`src/rtl/ram_arbiter.sv`:
```
// ram_arbiter: two-requester single-port RAM arbiter with IDLE/ISSUE/RESP sequencing.
// Define RAM_ARB_ROUND_ROBIN_EN for round-robin contention; otherwise requester 0 has fixed priority.
module ram_arbiter #(
    parameter int ADDR_WIDTH = 8,
    parameter int DATA_WIDTH = 8
) (
    input  logic                  i_clk,
    input  logic                  i_rst_n,
    input  logic                  i_req0,
    input  logic                  i_req1,
    input  logic                  i_we0,
    input  logic                  i_we1,
    input  logic [ADDR_WIDTH-1:0] i_addr0,
    input  logic [ADDR_WIDTH-1:0] i_addr1,
    input  logic [DATA_WIDTH-1:0] i_data0,
    input  logic [DATA_WIDTH-1:0] i_data1,
    output logic                  o_gnt0,
    output logic                  o_gnt1,
    output logic                  o_rvalid0,
    output logic                  o_rvalid1,
    output logic [DATA_WIDTH-1:0] o_rdata,
    output logic [ADDR_WIDTH-1:0] o_ram_addr,
    output logic [DATA_WIDTH-1:0] o_ram_data,
    output logic                  o_ram_we,
    output logic                  o_ram_re,
    input  logic [DATA_WIDTH-1:0] i_ram_data,
    output logic                  o_busy
);
    typedef enum logic [1:0] {IDLE, ISSUE, RESP} state_t;
    state_t                state_q, state_d;
    logic                  win_q, win_d, we_q, we_d, pick;
    logic [ADDR_WIDTH-1:0] addr_q, addr_d;
    logic [DATA_WIDTH-1:0] data_q, data_d;
`ifdef RAM_ARB_ROUND_ROBIN_EN
    logic last_q, last_d;
    assign pick = ~last_q;
    always_ff @(posedge i_clk or negedge i_rst_n)
        if (!i_rst_n) last_q <= 1'b1;
        else          last_q <= last_d;
`else
    assign pick = 1'b0;
`endif
    always_ff @(posedge i_clk or negedge i_rst_n) begin
        if (!i_rst_n) begin
            state_q <= IDLE;
            win_q   <= 1'b0;
            we_q    <= 1'b0;
            addr_q  <= '0;
            data_q  <= '0;
        end else begin
            state_q <= state_d;
            win_q   <= win_d;
            we_q    <= we_d;
            addr_q  <= addr_d;
            data_q  <= data_d;
        end
    end
    always_comb begin
        state_d = state_q;
        win_d   = win_q;
        we_d    = we_q;
        addr_d  = addr_q;
        data_d  = data_q;
`ifdef RAM_ARB_ROUND_ROBIN_EN
        last_d  = last_q;
`endif
        case (state_q)
            IDLE: if (i_req0 | i_req1) begin
                // a lone requester always wins; pick only breaks ties
                win_d   = (i_req0 & i_req1) ? pick : i_req1;
                we_d    = win_d ? i_we1 : i_we0;
                addr_d  = win_d ? i_addr1 : i_addr0;
                data_d  = win_d ? i_data1 : i_data0;
                state_d = ISSUE;
`ifdef RAM_ARB_ROUND_ROBIN_EN
                last_d  = win_d;
`endif
            end
            ISSUE:   state_d = we_q ? IDLE : RESP;
            RESP:    state_d = IDLE;
            default: state_d = IDLE;
        endcase
    end
    assign o_gnt0     = (state_q == ISSUE) & ~win_q;
    assign o_gnt1     = (state_q == ISSUE) & win_q;
    assign o_ram_we   = (state_q == ISSUE) & we_q;
    assign o_ram_re   = (state_q == ISSUE) & ~we_q;
    assign o_rvalid0  = (state_q == RESP) & ~win_q;
    assign o_rvalid1  = (state_q == RESP) & win_q;
    assign o_rdata    = (state_q == RESP) ? i_ram_data : '0;
    assign o_ram_addr = addr_q;
    assign o_ram_data = data_q;
    assign o_busy     = state_q != IDLE;
endmodule

```
`config.mk`:
```
export PLATFORM = sky130hd
export DESIGN_NAME = ram_arbiter
export DESIGN_NICKNAME = d
export VERILOG_FILES = /design/src/rtl/ram_arbiter.sv
export SDC_FILE = /design/constraint.sdc
export NUM_CORES = 1
export LEC_CHECK = 0
export ABC_AREA = 1
export BUFFER_PORTS_ARGS = -buffer_cell sky130_fd_sc_hd__buf_2
export CORE_MARGIN = 4
export CORE_UTILIZATION = 37
export CTS_BUF_LIST = sky130_fd_sc_hd__clkbuf_16
export DETAILED_ROUTE_END_ITERATION = 16
export GPL_TIMING_DRIVEN = 0
export PLACE_DENSITY = 0.75
export SLEW_MARGIN = 25
export SYNTH_ARGS = -nofsm -noshare
export SYNTH_HDL_FRONTEND = slang
export SYNTH_SLANG_ARGS = --single-unit
```
`constraint.sdc`:
```
create_clock -name i_clk -period 1 [get_ports i_clk]
set_clock_uncertainty 0.05 [all_clocks]
set_input_delay 0.1 -clock i_clk [delete_from_list [all_inputs] [get_ports i_clk]]
set_output_delay 0.1 -clock i_clk [all_outputs]
set_load 0.01 [all_outputs]
```
After elaboration in Yosys (flattened, before gate mapping)
Index checks and enable logic that the tools add are counted.

Mux-type cells: 8. Reduce and logical (&&, ||, !) cells: 3. Bitwise logic cells: 10. Equality and inequality tests: 3.

Operators by type and width (count): $mux W8 (3); $and A1 B1 Y1 (7); $mux W2 (2); $pmux W2 S2 (1); $eq A2 B1 Y1 const B (1); $eq A2 B2 Y1 const B (1); $logic_not A2 Y1 (1); $mux W1 (2); $ne A2 B2 Y1 const B (1); $not A1 Y1 (2); $reduce_and A2 Y1 (1); $reduce_bool A2 Y1 (1); $or A1 B1 Y1 (1).

Flip-flop bits (word level): 20. Output and inout port bits: 31. Logic and storage cells: 29.

Longest topological paths before layout
Depth in word-level cells: 3. Depth in mapped cells: 7. Gate-level depth less buffers: 6.

Worst setup path after synthesis
Ideal clock, no wire load.

Kind: flip-flop to flip-flop. Start point: reg state_q[1]. End point: reg addr_q[0] (netlist: o_ram_addr[0]). Library setup time: 0.065 ns. Setup slack: -0.107 ns. Data arrival time: 0.992 ns. Stages on the path, launching flop included: 7. Path through: dfrtp_1 inv_1 nand2_1 nor2_4 buf_6 nand2_1 nand2_1.

Word-level cells in the longest chain between the ends: 2.

Ends and longest elaborated chain: from (decl) (RTL line 30) `state_t state_q, state_d;`; from (signal assigned) (RTL line 51) `state_q <= state_d;`; $logic_not A2 Y1 (RTL line 67) `case (state_q)`; $reduce_and A2 Y1 (no line); to (signal assigned) (RTL line 54) `addr_q <= addr_d;`; to (decl) (RTL line 32) `logic [ADDR_WIDTH-1:0] addr_q, addr_d;`.

No other way between the ends. A chain may end at the register's enable or synchronous reset.

Final worst setup path
Start point: reg state_q[1]. End point: out o_ram_re.

Word-level cells in the longest chain between the ends: 2.

Ends and longest elaborated chain: $eq A2 B1 Y1 (RTL line 87) `assign o_ram_re = (state_q == ISSUE) & ~we_q;`; $and A1 B1 Y1 (RTL line 87); to (decl) (RTL line 25) `output logic o_ram_re,`.

No other way between the ends.

==> run_results.csv <==
group,metric,value,unit
status,status,"finished with violations",
status,failed_checks,"negative setup slack",
logic_synthesis,synthTopCellsByCount,"88 x nand2_1, 20 x dfrtp_1, 18 x nand3_1, 17 x nor2_1, 12 x inv_1",
finish,final_nets,303,
global_route,grt_overflow_total,0,
setup_path,cp.required,850,ps
finish,drive_above_1_share,43.9,%
setup_path,crit_buf_inv,2,
logic_synthesis,ys_seq_area_share,44.1,%
cts,cts_buffer_depth,2,
sta,max_freq,0.801,GHz
logic_synthesis,yosysUniqueCellTypes,13,
cts,path_clk_slew,50,ps
setup_path,critPathMaxStageDelay,470,ps
setup_path,rr_startpoint,"state_q[0]",
power,ir_drop,1.09,mV
finish,insertedDiodeCount,0,
power,power.density,2580,mW/mm²
global_route,grt_first_pass_wirelength,5.05,mm
logic_synthesis,async_flop_share,100,%
global_route,antenna_found_initial,0,
global_route,grt_max_degree,21,
power,leakage,0.00112,µW
cts,cts_sinks,20,
route,wl_per_cell,11.7,µm
die,start_util,39.8,%
setup_path,critPathTopFamily,"flip-flops",
hold_path,hp-class,"in -> reg",
die,core_area,0.00285,mm²
finish,nFillCells,289,
logic_synthesis,syn-cell-area,0.00113,mm²
flow_run,maxCapViolCount,0,
place,postPlaceCellArea,0.00156,mm²
setup_path,startpoint,"state_q[1]",
die,num_rows,19,
logic_synthesis,synth_area_leaders,"dfrtp_1 44%, nand2_1 29%, nand3_1 7.9%, nor2_1 5.6%, buf_6 4.0%",
logic_synthesis,synth_top_area_share,44.1,%
global_route,grt.total_usage,15.8,%
setup_path,crit_type,"reg -> out",
route,vias,1315,
sta,worstMarginPinSlew,434,ps
logic_synthesis,synth_cells,166,
setup_path,cp_cell_sequence,"inv_4 > nand2_4 > nor2_2 > buf_2",
logic_synthesis,synth_top_area_cell,"dfrtp_1",
logic_synthesis,synth.most_common_cell,"nand2_1",
die,fp.dieArea,0.00402,mm²
logic_synthesis,synth_flop_cell,"dfrtp_1",
global_route,grt_pass1_vias,1112,
logic_synthesis,ys_seq_elements,20,
sta,finalCritPeriodShare,125,%
sta,layout_setup_ws,-249,ps
hold_path,hold_path_depth,5,
setup_path,worst_path_max_delay_cell,"dfrtp_2",
logic_synthesis,synth_edf_count,0,
finish,area_delta_synth_final,56.4,%
sta,hold_ws,85.6,ps
logic_synthesis,synth_fp_nets,212,
setup_path,arrival,1100,ps
sta,fin_crit,1250,ps
setup_path,critPathCaptureType,"output pin",
route,drt-vias-per-instance,4.60,
place,place_hpwl,2.44,mm
sta,slew_violations,0,
route,ant_nets,0,
route,route.detailed.drc,0,
cts,cts_tree,"built",
route,drt_wl_total,3.33,mm
route,drt_iter0_markers,34,
sta,hold_violations,0,
place,gp_congestion,0.747,
setup_path,r2r_cells,7,
cts,cts_root_buf,"clkbuf_16",
hold_path,hp-start,"i_addr0[3]",
die,die_w,63.4,µm
place,io_buffers,76,
logic_synthesis,yosys_warnings,0,
cts,cts_buffers,3,
setup_path,crit_fanout,5,
setup_path,cp-start-kind,"flop",
sta,relSlewSlack,71.1,%
setup_path,critical_path_depth,4,
place,pre_cts_slack,-222,ps
cts,htree_levels,1,
die,die_h,63.4,µm
sta,rsz0062_at_grt,"true",
logic_synthesis,syn_avg_cell_area,6.84,µm²
cts,clk_latency,240,ps
finish,fin_area,0.00178,mm²
die,top_level_ports,77,
route,firstDrtPassIters,4,
sta,setup_violations,34,
[worst register-to-register path, cell delays in order, from the launching register on]
cell and delay, ps:
dfrtp_2 420, inv_4 80, buf_4 110, nand2_4 60
nor2_4 140, buf_6 160, nand2_1 70, nand2_1 70
[repair_timing]
item,CTS,global route
pin swaps,2,1
resized for setup,10,11
setup endpoints to repair,34,34
hold buffers,1,0
gates cloned,1,1
endpoints found under the hold margin,20,0
setup buffers,4,3
[area by class of cell]
class                      instances  area (µm²)  area share, %
multi-input combinational        128         579           32.6
sequential                        20         503           28.3
timing repair buffer              85         468           26.4
clock buffer                       3        75.1           4.23
buffer                             6        57.6           3.24
inverter                          13        53.8           3.03
tap                               31        38.8           2.18
[cell usage in the layout (no fill, tap or decap), drive strengths merged]
cell and count:
dfrtp 20, nand3 18, clkbuf 3, inv 13, dlygate4sd3 1, buf 90
nand2 90, o21ai 2, nor2 18
[registers in the layout, summed over array words and instances, names as in the netlist]
name        flops
o_ram_addr      8
o_ram_data      8
state_q         2
we_q            1
win_q           1
[kinds of logic (layout without fill, tap and decap cells)]
group,after synthesis,in the layout,share of synthesized area [%]
buffers and inverters,19,107,9.37
AND/OR/NAND/NOR,125,126,44.7
flip-flops,20,20,44.1
AO/OA/AOI/OAI,2,2,1.87
[metrics by stage]
step / instances / power [µW] / util (%) / setup TNS (ps)
finish: 286 / 4570 / 62.2 / -6520
global placement: 273 / 3300 / 54.8 / -2800
CTS: 282 / 4420 / 60.2 / -5960
detailed placement: 273 / 3350 / 54.8 / -3120
global route: 286 / 4940 / 62.2 / -8640
floorplan: 166 / 2560 / - / -669
[where the power goes]
part / internal (µW) / leakage (µW) / switching [µW]
sequential: 1200 / 0.000246 / 250
combinational: 1070 / 0.000832 / 1280
clock: 526 / 0.0000370 / 254
[path summary, 6_finish.rpt]
path | endpoint | slack [ps]
max in group asynchronous | state_q[0] | 290
worst min-delay path | o_ram_addr[3] | 90
worst max register to register | o_ram_data[2] | -220
min in group asynchronous | o_ram_data[1] | 280
worst min register to register | o_ram_data[3] | 430
worst max-delay path | o_ram_re | -250
[per-layer routing]
layer | vias up | share of wire [%] | wire [µm] | GRT usage, %
met3 | 4 | 6.9 | 229 | 3.37
met1 | 586 | 42 | 1380 | 20.2
li1 | 681 | - | - | -
met5 | - | 0 | 0 | 0
met4 | 0 | 0.96 | 32 | 5.66
met2 | 44 | 51 | 1690 | 26.2
(Power assumes the default switching activity.)
